**src/rtl/general_reg_file.sv**
```systemverilog
// general_reg_file: parametrised register bank with bus/secondary writes,
// addressed inc/dec, two combinational read ports and a registered wrap pulse.
// Define GENERAL_REG_SAT_EN for saturating inc/dec instead of modulo wrap.
module general_reg_file #(
  parameter int WIDTH     = 16,
  parameter int NREGS     = 4,
  parameter int STEP      = 1,
  parameter int RESET_VAL = 0,
  localparam int AW       = $clog2(NREGS)
) (
  input  logic             clk,
  input  logic             rst,
  input  logic             bus_we,
  input  logic [AW-1:0]    bus_addr,
  input  logic [WIDTH-1:0] bus_in,
  input  logic             sec_we,
  input  logic [AW-1:0]    sec_addr,
  input  logic [WIDTH-1:0] sec_in,
  input  logic             inc,
  input  logic             dec,
  input  logic [AW-1:0]    id_addr,
  input  logic [AW-1:0]    rd_a_addr,
  output logic [WIDTH-1:0] rd_a,
  input  logic [AW-1:0]    rd_b_addr,
  output logic [WIDTH-1:0] rd_b,
  output logic             wrap
);

  localparam logic [WIDTH-1:0] RST_W  = WIDTH'(RESET_VAL);
  localparam logic [WIDTH:0]   STEP_X = (WIDTH+1)'(STEP);

  logic [WIDTH-1:0] regs_q [NREGS];
  logic [WIDTH-1:0] regs_d [NREGS];
  logic             wrap_q;
  logic             wrap_d;

  logic             step_en;
  logic [WIDTH-1:0] id_val;
  logic [WIDTH:0]   sum_x;
  logic [WIDTH:0]   dif_x;
  logic             crossed;
  logic [WIDTH-1:0] step_val;

  // inc and dec together cancel out
  assign step_en = inc ^ dec;

  always_comb begin
    id_val = '0;
    for (int i = 0; i < NREGS; i++) begin
      if (id_addr == AW'(i)) id_val = regs_q[i];
    end
  end

  // One adder/subtractor shared by all registers; borrow/carry in bit WIDTH
  always_comb begin
    sum_x   = {1'b0, id_val} + STEP_X;
    dif_x   = {1'b0, id_val} - STEP_X;
    crossed = inc ? sum_x[WIDTH] : dif_x[WIDTH];
`ifdef GENERAL_REG_SAT_EN
    if (crossed) begin
      step_val = inc ? '1 : '0;
    end else begin
      step_val = inc ? sum_x[WIDTH-1:0]
                     : dif_x[WIDTH-1:0];
    end
`else
    step_val = inc ? sum_x[WIDTH-1:0]
                   : dif_x[WIDTH-1:0];
`endif
  end

  always_comb begin
    regs_d = regs_q;
    wrap_d = 1'b0;
    for (int i = 0; i < NREGS; i++) begin
      if (bus_we && bus_addr == AW'(i)) begin
        regs_d[i] = bus_in;
      end else if (sec_we && sec_addr == AW'(i)) begin
        regs_d[i] = sec_in;
      end else if (step_en && id_addr == AW'(i)) begin
        regs_d[i] = step_val;
        wrap_d    = crossed;
      end
    end
  end

  always_ff @(posedge clk or negedge rst) begin
    if (!rst) begin
      for (int i = 0; i < NREGS; i++) begin
        regs_q[i] <= RST_W;
      end
      wrap_q <= 1'b0;
    end else begin
      regs_q <= regs_d;
      wrap_q <= wrap_d;
    end
  end

  // Out-of-range addresses match no register and read as zero
  always_comb begin
    rd_a = '0;
    rd_b = '0;
    for (int i = 0; i < NREGS; i++) begin
      if (rd_a_addr == AW'(i)) rd_a = regs_q[i];
      if (rd_b_addr == AW'(i)) rd_b = regs_q[i];
    end
  end

  assign wrap = wrap_q;

endmodule

```
**config.mk**
```make
export PLATFORM = sky130hd
export DESIGN_NAME = general_reg_file
export DESIGN_NICKNAME = d
export VERILOG_FILES = /design/src/rtl/general_reg_file.sv
export SDC_FILE = /design/constraint.sdc
export NUM_CORES = 1
export LEC_CHECK = 0
export CAP_MARGIN = 40
export CORE_MARGIN = 2
export CORE_UTILIZATION = 35
export DETAILED_ROUTE_END_ITERATION = 10
export SLEW_MARGIN = 15
export SYNTH_ARGS = -nofsm -noshare
export SYNTH_HDL_FRONTEND = slang
export SYNTH_SLANG_ARGS = --single-unit
```
**constraint.sdc**
```tcl
create_clock -name clk -period 5 [get_ports clk]
set_clock_uncertainty 0.2 [all_clocks]
set_input_delay 1 -clock clk [delete_from_list [all_inputs] [get_ports clk]]
set_output_delay 1 -clock clk [all_outputs]
set_load 0.01 [all_outputs]
```
==> impl_metrics.tcl <==
set metrics [dict create \
    outcome "completed" \
    hpwlAfterDp_mm 16.6 \
    dpl-instance-area_um2 6870 \
    share_of_the_yosys_chip_area_belonging_to_registers_pct 28.1 \
    critPathMaxStageDelay_ns 0.76 \
    cts_tree "built" \
    crit_chain "clkdlybuf4s50_1 -> buf_4 -> mux4_2 -> clkdlybuf4s50_1" \
    postSynthAreaPerCell_um2 8.48 \
    cap_violations 0 \
    ff2ff_path_depth 9 \
    timing.hold.worst.class "primary input to asynchronous set/reset pin" \
    cts-buffers-inserted 9 \
    holdBufCountCts 0 \
    main_combinational_cell_family_by_area_after_synthesis "compound AO/OA/AOI/OAI gates" \
    cp-start-kind "primary input" \
    synth_top_cells_by_area "sky130_fd_sc_hd__dfrtp_1 28%, sky130_fd_sc_hd__mux4_2 19%, sky130_fd_sc_hd__a21oi_1 9.1%" \
    fmax_mhz 241 \
    unrepaired_setup_endpoints_after_global_routing "false" \
    area_fraction_in_and_or_nand_and_nor_cells_after_synthesis_pct 21.7 \
    drv_slew 0 \
    timing.setup.tns_ns 0 \
    fillers 1566 \
    whs_ns 0.293 \
    drt-total-wl_mm 23.4 \
    synthDominantAreaCellType "sky130_fd_sc_hd__dfrtp_1" \
    grt_pass1_wl_mm 36.0 \
    clkTransAtPathRegs_ns 0.06 \
    synth_commonest_cells "105 x sky130_fd_sc_hd__a21oi_1, 102 x sky130_fd_sc_hd__nand2_1, 65 x sky130_fd_sc_hd__dfrtp_1, 61 x sky130_fd_sc_hd__o21ai_0, 54 x sky130_fd_sc_hd__nor2_1" \
    gp_routability_congestion 0.941 \
    overflow 0 \
    post_synth_mux_area_share_pct 21.2 \
    net_count_after_synthesis 732 \
    final-hold-violation-count 0 \
    period_minus_slack_ns 4.15 \
    cts_post_setup_buffers_inserted 0 \
    critical_path.reg2reg.startpoint "regs_q[0]" \
    number_of_cells_upsized_or_downsized_after_cts 0 \
    grt_antenna_before_repair 0 \
    first_iter_violations 770 \
    io_buffers 80 \
    antenna_cells_inserted 0 \
    synth_largest_type_area_fraction_pct 28.1 \
    path_buf_inv 3 \
    p_per_area_nw_per_um2 340 \
    syn_inst 682 \
    pin_count_of_the_biggest_net_entering_global_routing 33 \
    die_h_um 133 \
    rows 46 \
    fp.dieArea_um2 17600 \
    maxSlewHeadroom_pct 43.9 \
    post-route-cell-area_um2 7120 \
    layout-drive-gt1-share_pct 13.7 \
    detailed_route_wire_length_per_cell_um 24.1 \
    floorplan.core_area_um2 16000 \
    insertion_delay_ns 0.35 \
    post_synth_cell_types 57 \
    vdd.ir_drop.worst_mv 0.184 \
    synth.ff_latch_count 65 \
    worst-r2r-setup-slack_ns 2.19 \
    worstPathMaxFanout 10 \
    power.static_leakage_nw 2.68 \
    avgViaCountPerCell 6.38 \
    critPathSlowestCell "sky130_fd_sc_hd__clkdlybuf4s50_1" \
    finalCritPeriodShare_pct 83.1 \
    ys.flop_type "sky130_fd_sc_hd__dfrtp_1" \
    clock-sinks 65 \
    drt_pass1_iterations 6 \
    crit_required_ns 3.80 \
    cp.depth 4 \
    syn_area_um2 5780 \
    crit_family "buffers and inverters" \
    chipWidth_um 133 \
    top_level_pins 81 \
    timing.rr.end "regs_q[44]" \
    path_class "primary input to output pin" \
    area.growth.synth_to_final_pct 23.2 \
    tightest_pin_transition_ns 0.839 \
    post_layout_net_count 801 \
    globalRouteTotalUtil_pct 27.0 \
    synth_xor_xnor_area_share_pct 2.12 \
    cts_buffer_depth 2 \
    async_reset_ff_share_pct 100 \
    drtAntennaViolNets 0 \
    synth_edf_count 0 \
    synth_compound_gate_area_share_pct 22.3 \
    critical_path_arrival_ns 2.95 \
    via_count_of_the_first_global_routing_pass 6076 \
    start_util_pct 36.1 \
    setup_viol 0 \
    drc 0 \
    vias 6178 \
    post-synth-top-count-cell "sky130_fd_sc_hd__a21oi_1" \
    crit_path_frequent_cell "sky130_fd_sc_hd__clkdlybuf4s50_1" \
    cp-end-kind "output pin" \
    clock-root-buffer "sky130_fd_sc_hd__clkbuf_16" \
    synth_fa_ha_area_share_pct 0.433 \
    htreeDepth 3 \
    yosys_warnings 0 \
]
## stage by stage
| stage | power [W] | util, % | std cells | setup slack, ns |
|---|---|---|---|---|
| floorplan | 0.00141 | - | 682 | 1.30 |
| global placement | 0.00180 | 42.8 | 955 | 0.774 |
| detailed placement | 0.00183 | 42.9 | 956 | 0.709 |
| CTS | 0.00241 | 44.5 | 969 | 0.839 |
| global route | 0.00255 | 44.5 | 969 | 0.802 |
| finish | 0.00242 | 44.5 | 969 | 0.847 |
## layout make-up
cell class	instances	area, um2	area share [%]
clock buffer	12	246	3.46
sequential	65	1630	22.8
timing repair buffer	111	1040	14.5
multi-input combinational	560	3920	55.1
clock inverter	1	5.00	0.0703
inverter	4	15.0	0.211
tap	216	270	3.79
## flip-flops by register name, indices dropped and copies added, names as in the netlist
signal / count
regs_q: 64
wrap: 1
## worst max-delay path by stage
stage            startpoint    endpoint  slack, ns
2_1_floorplan  rd_a_addr[0]    rd_a[10]       1.30
3_3_place_gp     id_addr[1]  regs_q[60]       0.77
6_report       rd_b_addr[1]    rd_b[11]       0.85
5_1_grt        rd_b_addr[1]     rd_b[2]       0.80
4_1_cts        rd_b_addr[1]    rd_b[11]       0.84
3_5_place_dp     id_addr[1]  regs_q[60]       0.71
## routing by layer
| layer | vias to the layer above | global-route usage [%] | routed length [um] |
|---|---|---|---|
| met2 | 383 | 42.9 | 11000 |
| li1 | 2715 | - | - |
| met1 | 3006 | 35.1 | 9400 |
| met5 | - | 0 | 0 |
| met3 | 74 | 4.71 | 2060 |
| met4 | 0 | 14.3 | 889 |
## where the power goes
part,switching (W),internal (W),total [W]
Combinational,0.000545,0.000517,0.00106
Clock,0.000235,0.000340,0.000574
Sequential,0.000137,0.000645,0.000782
Total,0.000917,0.00150,0.00242
## placed cells by master (no fill, tap or decap), types with 10 or more instances in the layout
cell and count:
sky130_fd_sc_hd__xnor2_1 10, sky130_fd_sc_hd__buf_4 30, sky130_fd_sc_hd__nand3_1 18, sky130_fd_sc_hd__mux2i_1 11
sky130_fd_sc_hd__nor3_1 22, sky130_fd_sc_hd__a21oi_1 105, sky130_fd_sc_hd__nor2_1 54, sky130_fd_sc_hd__mux4_2 48
sky130_fd_sc_hd__a211oi_1 12, sky130_fd_sc_hd__nand2_1 102, sky130_fd_sc_hd__dfrtp_1 65, sky130_fd_sc_hd__o21ai_0 61
sky130_fd_sc_hd__clkdlybuf4s50_1 78
## cells by family after synthesis
| logic type | Yosys count |
|---|---|
| XOR/XNOR | 14 |
| buffers and inverters | 57 |
| flip-flops | 65 |
| multiplexers | 62 |
| AO/OA/AOI/OAI | 223 |
| adder cells (fa/ha/maj) | 2 |
| AND/OR/NAND/NOR | 259 |
## worst reg2reg max path, stage by stage (launching register included)
cell and delay (ns):
sky130_fd_sc_hd__dfrtp_1 0.43, sky130_fd_sc_hd__mux4_2 0.60, sky130_fd_sc_hd__inv_1 0.09, sky130_fd_sc_hd__ha_1 0.23, sky130_fd_sc_hd__nor2b_1 0.23, sky130_fd_sc_hd__nor2b_1 0.16
sky130_fd_sc_hd__and4_1 0.26, sky130_fd_sc_hd__nor2_1 0.11, sky130_fd_sc_hd__mux2_1 0.35, sky130_fd_sc_hd__nor2_1 0.10
Power figures use the tool's default switching activity.
